[config.mk]
export PLATFORM = sky130hd
export DESIGN_NAME = imem_arbiter_flat
export DESIGN_NICKNAME = d
export VERILOG_FILES = /design/src/rtl/imem_arbiter_if.sv /design/src/rtl/imem_arbiter.sv /design/src/flat_wrapper.sv
export SDC_FILE = /design/constraint.sdc
export NUM_CORES = 1
export LEC_CHECK = 0
export CORE_MARGIN = 5
export CORE_UTILIZATION = 21
export CTS_CLUSTER_SIZE = 28
export DETAILED_ROUTE_END_ITERATION = 10
export PLACE_DENSITY = 0.83
export SYNTH_ARGS = -nofsm -noshare
export SYNTH_HDL_FRONTEND = slang
export SYNTH_SLANG_ARGS = --single-unit
export TNS_END_PERCENT = 10
[constraint.sdc]
create_clock -name clk -period 3.5 [get_ports clk]
set_input_delay 1.05 -clock clk [delete_from_list [all_inputs] [get_ports clk]]
set_output_delay 1.05 -clock clk [all_outputs]
set_load 0.05 [all_outputs]
[src/rtl/imem_arbiter_if.sv]
// imem_arbiter_if: requester, flush and instruction-memory signals of the arbiter
interface imem_arbiter_if #(parameter int ADDR_W = 32);
  logic              req0, req1, flush0;
  logic [ADDR_W-1:0] addr0, addr1;
  logic              gnt0, gnt1;
  logic              rvalid0, rvalid1, err0, err1;
  logic [31:0]       rdata0, rdata1;
  logic              mem_rd;
  logic [ADDR_W-1:0] mem_addr;
  logic [31:0]       mem_instr;
  modport master (
    output req0, req1, addr0, addr1, flush0, mem_instr,
    input  gnt0, gnt1, rvalid0, rvalid1, rdata0, rdata1, err0, err1, mem_rd, mem_addr
  );
  modport slave (
    input  req0, req1, addr0, addr1, flush0, mem_instr,
    output gnt0, gnt1, rvalid0, rvalid1, rdata0, rdata1, err0, err1, mem_rd, mem_addr
  );
endinterface

[src/rtl/imem_arbiter.sv]
// imem_arbiter: round-robin sharing of a one-cycle-latency imem between fetch and debug ports
module imem_arbiter #(
  parameter int MEM_WORDS = 1024,
  parameter int ADDR_W    = 32
) (
  input logic           clk,
  input logic           rst_n,
  imem_arbiter_if.slave bus
);
  localparam logic [ADDR_W:0] LIMIT = (ADDR_W+1)'(MEM_WORDS * 4);
  logic              r_last, r_tag_vld, r_tag_port, r_tag_err;
  logic              w_elig0, w_elig1, w_gnt0, w_gnt1, w_any, w_ok, w_rv0, w_rv1;
  logic [ADDR_W-1:0] w_addr;
  // Grant, address check and memory drive; the wide compare keeps high addresses from aliasing
  always_comb begin
    w_elig0 = bus.req0 & ~bus.flush0;
    w_elig1 = bus.req1;
    w_gnt0  = rst_n & w_elig0 & (~w_elig1 | r_last);
    w_gnt1  = rst_n & w_elig1 & (~w_elig0 | ~r_last);
    w_any   = w_gnt0 | w_gnt1;
    w_addr  = w_gnt1 ? bus.addr1 : bus.addr0;
    w_ok    = (w_addr[1:0] == 2'b00) && ({1'b0, w_addr} < LIMIT);
    w_rv0   = r_tag_vld & ~r_tag_port & ~bus.flush0;
    w_rv1   = r_tag_vld & r_tag_port;
  end
  assign bus.gnt0     = w_gnt0;
  assign bus.gnt1     = w_gnt1;
  assign bus.mem_rd   = w_any & w_ok;
  assign bus.mem_addr = (w_any & w_ok) ? w_addr : '0;
  assign bus.rvalid0  = w_rv0;
  assign bus.rvalid1  = w_rv1;
  assign bus.err0     = w_rv0 & r_tag_err;
  assign bus.err1     = w_rv1 & r_tag_err;
  assign bus.rdata0   = (w_rv0 & ~r_tag_err) ? bus.mem_instr : 32'h0;
  assign bus.rdata1   = (w_rv1 & ~r_tag_err) ? bus.mem_instr : 32'h0;
  // Response tag and round-robin pointer; pointer only moves when someone is granted
  always_ff @(posedge clk or negedge rst_n) begin
    if (!rst_n) begin
      r_last     <= 1'b1;
      r_tag_vld  <= 1'b0;
      r_tag_port <= 1'b0;
      r_tag_err  <= 1'b0;
    end else begin
      if (w_any) r_last <= w_gnt1;
      r_tag_vld  <= w_any;
      r_tag_port <= w_gnt1;
      r_tag_err  <= ~w_ok;
    end
  end
endmodule

[src/flat_wrapper.sv]
// flat-port wrapper written by rule: the top's interface ports become plain ports
module imem_arbiter_flat 
#(
  parameter int MEM_WORDS = 1024,
  parameter int ADDR_W    = 32
)
  (clk, rst_n, bus_req0, bus_req1, bus_addr0, bus_addr1, bus_flush0, bus_mem_instr, bus_gnt0, bus_gnt1, bus_rvalid0, bus_rvalid1, bus_rdata0, bus_rdata1, bus_err0, bus_err1, bus_mem_rd, bus_mem_addr);
  imem_arbiter_if #(.ADDR_W(ADDR_W)) bus_i ();
  input logic clk;
  input logic rst_n;
  input wire logic [$bits(bus_i.req0)-1:0] bus_req0;
  input wire logic [$bits(bus_i.req1)-1:0] bus_req1;
  input wire logic [$bits(bus_i.addr0)-1:0] bus_addr0;
  input wire logic [$bits(bus_i.addr1)-1:0] bus_addr1;
  input wire logic [$bits(bus_i.flush0)-1:0] bus_flush0;
  input wire logic [$bits(bus_i.mem_instr)-1:0] bus_mem_instr;
  output wire logic [$bits(bus_i.gnt0)-1:0] bus_gnt0;
  output wire logic [$bits(bus_i.gnt1)-1:0] bus_gnt1;
  output wire logic [$bits(bus_i.rvalid0)-1:0] bus_rvalid0;
  output wire logic [$bits(bus_i.rvalid1)-1:0] bus_rvalid1;
  output wire logic [$bits(bus_i.rdata0)-1:0] bus_rdata0;
  output wire logic [$bits(bus_i.rdata1)-1:0] bus_rdata1;
  output wire logic [$bits(bus_i.err0)-1:0] bus_err0;
  output wire logic [$bits(bus_i.err1)-1:0] bus_err1;
  output wire logic [$bits(bus_i.mem_rd)-1:0] bus_mem_rd;
  output wire logic [$bits(bus_i.mem_addr)-1:0] bus_mem_addr;
  assign bus_i.req0 = bus_req0;
  assign bus_i.req1 = bus_req1;
  assign bus_i.addr0 = bus_addr0;
  assign bus_i.addr1 = bus_addr1;
  assign bus_i.flush0 = bus_flush0;
  assign bus_i.mem_instr = bus_mem_instr;
  assign bus_gnt0 = bus_i.gnt0;
  assign bus_gnt1 = bus_i.gnt1;
  assign bus_rvalid0 = bus_i.rvalid0;
  assign bus_rvalid1 = bus_i.rvalid1;
  assign bus_rdata0 = bus_i.rdata0;
  assign bus_rdata1 = bus_i.rdata1;
  assign bus_err0 = bus_i.err0;
  assign bus_err1 = bus_i.err1;
  assign bus_mem_rd = bus_i.mem_rd;
  assign bus_mem_addr = bus_i.mem_addr;
  imem_arbiter #(.MEM_WORDS(MEM_WORDS), .ADDR_W(ADDR_W)) u_core (.clk(clk), .rst_n(rst_n), .bus(bus_i));
endmodule
==> impl_metrics.toml <==
[clock_network]
cts.sinks = 4
cts_hold_buf = 0
cts-root-buf = "clkbuf_8"
insertion_delay_ns = 0.22
cts_max_level = 1
cts_buffer_depth = 2
clk_pin_slew_ns = 0.03
numCtsBuffers = 3
cts_tree = "yes"

[pwr]
vdd_ir_drop_max_uv = 122
internal_power_w = 0.000250
p_switching_w = 0.000148
power_w = 0.000398
switching_share_pct = 37.2
comb_power_share_pct = 59.8
seqPwrFrac_pct = 14.8
powerDensity_nw_per_um2 = 96.6
p_leak_nw = 1.89
clockPowerShare_pct = 25.3

[placed_design]
preCtsSetupSlack_ns = -0.576
io_buffers = 181
dp_hpwl_um = 6160
place_area_sq_um = 3950
gp_congestion = 0.827

[yosys]
synth_area_sq_um = 1160
yosys-top-cells-area = "and2_1 (36%), buf_4 (14%), mux2i_1 (8.6%)"
synth.avg_cell_area_sq_um = 7.39
synthArstFlopShare_pct = 100
yosys_register_bits = 4
yosysSeqAreaShare_pct = 8.74
synthCells = 157
synth_edf_count = 0
yosysTopAreaCellShare_pct = 35.6
synthFlopType = "dfrtp_1"
synthDistinctLibCells = 31
yosysWarnings = 0
synth_area_leader_cell = "and2_1"

[layout]
utilization_pct = 75.8
final_area_sq_um = 4130
n_antenna_cell = 0
final_nets = 454
syn_to_final_growth_pct = 256
drive_gt1_share_pct = 40.1

[worst_hold_path]
hold_depth = 2
min_path_type = "flop to flop"
min_from = "u_core.r_last$_DFFE_PN1P_"
hold_end = "u_core.r_last$_DFFE_PN1P_"

[sta]
setup_viol = 11
hold_slack_ns = 0.493
max_slew_margin_pct = 64.8
skew_ns = 0.00660
period_needed_ns = 3.73
finalCritPeriodShare_pct = 107
tightest_slew_ns = 0.527
slew_viol_final = 0
rsz0062_at_grt = "true"
hold_viol = 0
worst_slack_ns = -0.231
clock.fmax_mhz = 268

[route]
dr.first_iter.drc_count = 19
wl_um = 7140
wl_per_cell_um = 16.8
drt_first_pass_iters = 4
vias = 1808
antenna_violating_nets_post_route = 0
remaining_drc_errors = 0
viasPerCell = 4.26

[die]
die_w_um = 84.3
fp.dieArea_sq_um = 7110
initial_core_util_pct = 21.3
io_pins = 204
coreArea_sq_um = 5440
fp.dieH_um = 84.3
rows = 27

[worst_setup_path]
setup.worst_path.end_class = "output port"
worst-endpoint-arrival_ns = 2.68
worstPathMaxFanout = 8
rr_startpoint = "u_core.r_last$_DFFE_PN1P_"
path_class = "input port to output port"
critPathRequiredTime_ns = 2.45
rr_endpoint = "u_core.r_tag_err$_DFF_PN0_"
worstRegToRegCells = 5
r2r_setup_slack_ns = 1.85
start_kind = "input port"

[global_route]
antenna_found_initial = 0
grt-ovfl-total = 0
grt_max_degree = 33
grt_pass1_wl_um = 10500
grt_pass1_vias = 1979
track_usage_pct = 18.2

[run_status]
violations = "negative setup slack"
status = "complete, but fails checks"

[run]
cap_viol_max_count = 0
-- how the worst max path moves through the flow --
stage	start	to	slack, ns	cells past startpoint
after floorplan	bus_addr0[22]	bus_mem_addr[2]	-0.14	4
after global placement	bus_addr1[22]	bus_mem_addr[2]	-0.59	8
after detailed placement	bus_addr1[22]	bus_mem_addr[2]	-0.58	8
after CTS	bus_addr0[16]	bus_mem_addr[2]	-0.24	7
after global routing	bus_addr1[23]	bus_mem_addr[7]	-0.29	7
final	bus_addr1[23]	bus_mem_addr[4]	-0.23	7
-- what timing repair did --
item	4_1_cts	5_1_grt
gates cloned	1	0
endpoints found under the hold margin	0	0
endpoints found under the setup margin	43	43
gates resized for setup	65	26
buffers inserted	1	2
pin swaps	27	18
-- layer usage --
metal | track usage [%] | vias up | share of wire [%]
li1 | - | 868 | -
met1 | 17.8 | 800 | 32
met2 | 36.6 | 132 | 56
met3 | 5.59 | 8 | 10
met4 | 4.24 | 0 | 1.6
met5 | 0 | - | 0
-- layout make-up --
cell class,instances,area [sq um]
Multi-Input combinational cell,141,1100
Tap cell,72,90.1
Inverter,2,7.51
Timing Repair Buffer,201,2780
Clock buffer,4,45.0
Sequential cell,4,101
Fill cell,351,1310
-- registers in the layout, summed over array words and instances (netlist names) --
register and flops:
u_core.r_tag_port 1, u_core.r_last 1, u_core.r_tag_err 1, u_core.r_tag_vld 1
-- kinds of logic (layout without fill, tap and decap cells) --
group	after synthesis	after routing	share of synthesized area [%]
AO/OA/AOI/OAI	6	6	5.18
flip-flops	4	4	8.74
buffers and inverters	33	207	18.7
multiplexers	11	11	9.60
other	1	22	0.323
AND/OR/NAND/NOR	102	102	57.5
-- synth_stat cells (2+ instances only) --
master	count
nor3_1	4
nand4_1	2
buf_4	22
mux2i_1	10
nor4_1	7
clkbuf_1	6
and2_1	66
inv_1	2
nand2_1	3
dfrtp_1	3
buf_2	2
nor2b_1	3
nor3_2	9
-- power groups by stage --
| stage | clock, W | sequential [W] | combinational, W |
|---|---|---|---|
| final | 0.000101 | 0.0000591 | 0.000238 |
| after global placement | 0 | 0.0000595 | 0.000239 |
| after global routing | 0.000110 | 0.0000603 | 0.000251 |
| after CTS | 0.000106 | 0.0000591 | 0.000235 |
| after floorplan | 0 | 0.0000581 | 0.000115 |
| after detailed placement | 0 | 0.0000597 | 0.000243 |
-- worst max-delay path, cell delays in order --
cell,delay [ns]
dlygate4sd2_1,0.23
nor4_1,0.33
nand4_1,0.18
mux2_4,0.33
buf_12,0.16
nor3_4,0.23
buf_12,0.17
-- placed cells by master (no fill, tap or decap), drive strengths merged, types with 3 or more instances in the layout --
cell type,count
buf,101
dfrtp,3
nor3,13
and2,66
dlygate4sd2,27
nand2,3
dlymetal6s2s,8
clkdlybuf4s15,7
clkdlybuf4s50,55
clkbuf,7
nor2b,3
nor4,7
mux2i,10
conb,22
-- per-stage QoR --
| step | std cells | setup TNS [ns] |
|---|---|---|
| finish | 424 | -2.21 |
| global route | 424 | -2.97 |
| CTS | 422 | -2.06 |
| detailed placement | 416 | -10.48 |
| global placement | 416 | -9.60 |
| floorplan | 178 | -3.51 |
(Power assumes the default switching activity.)
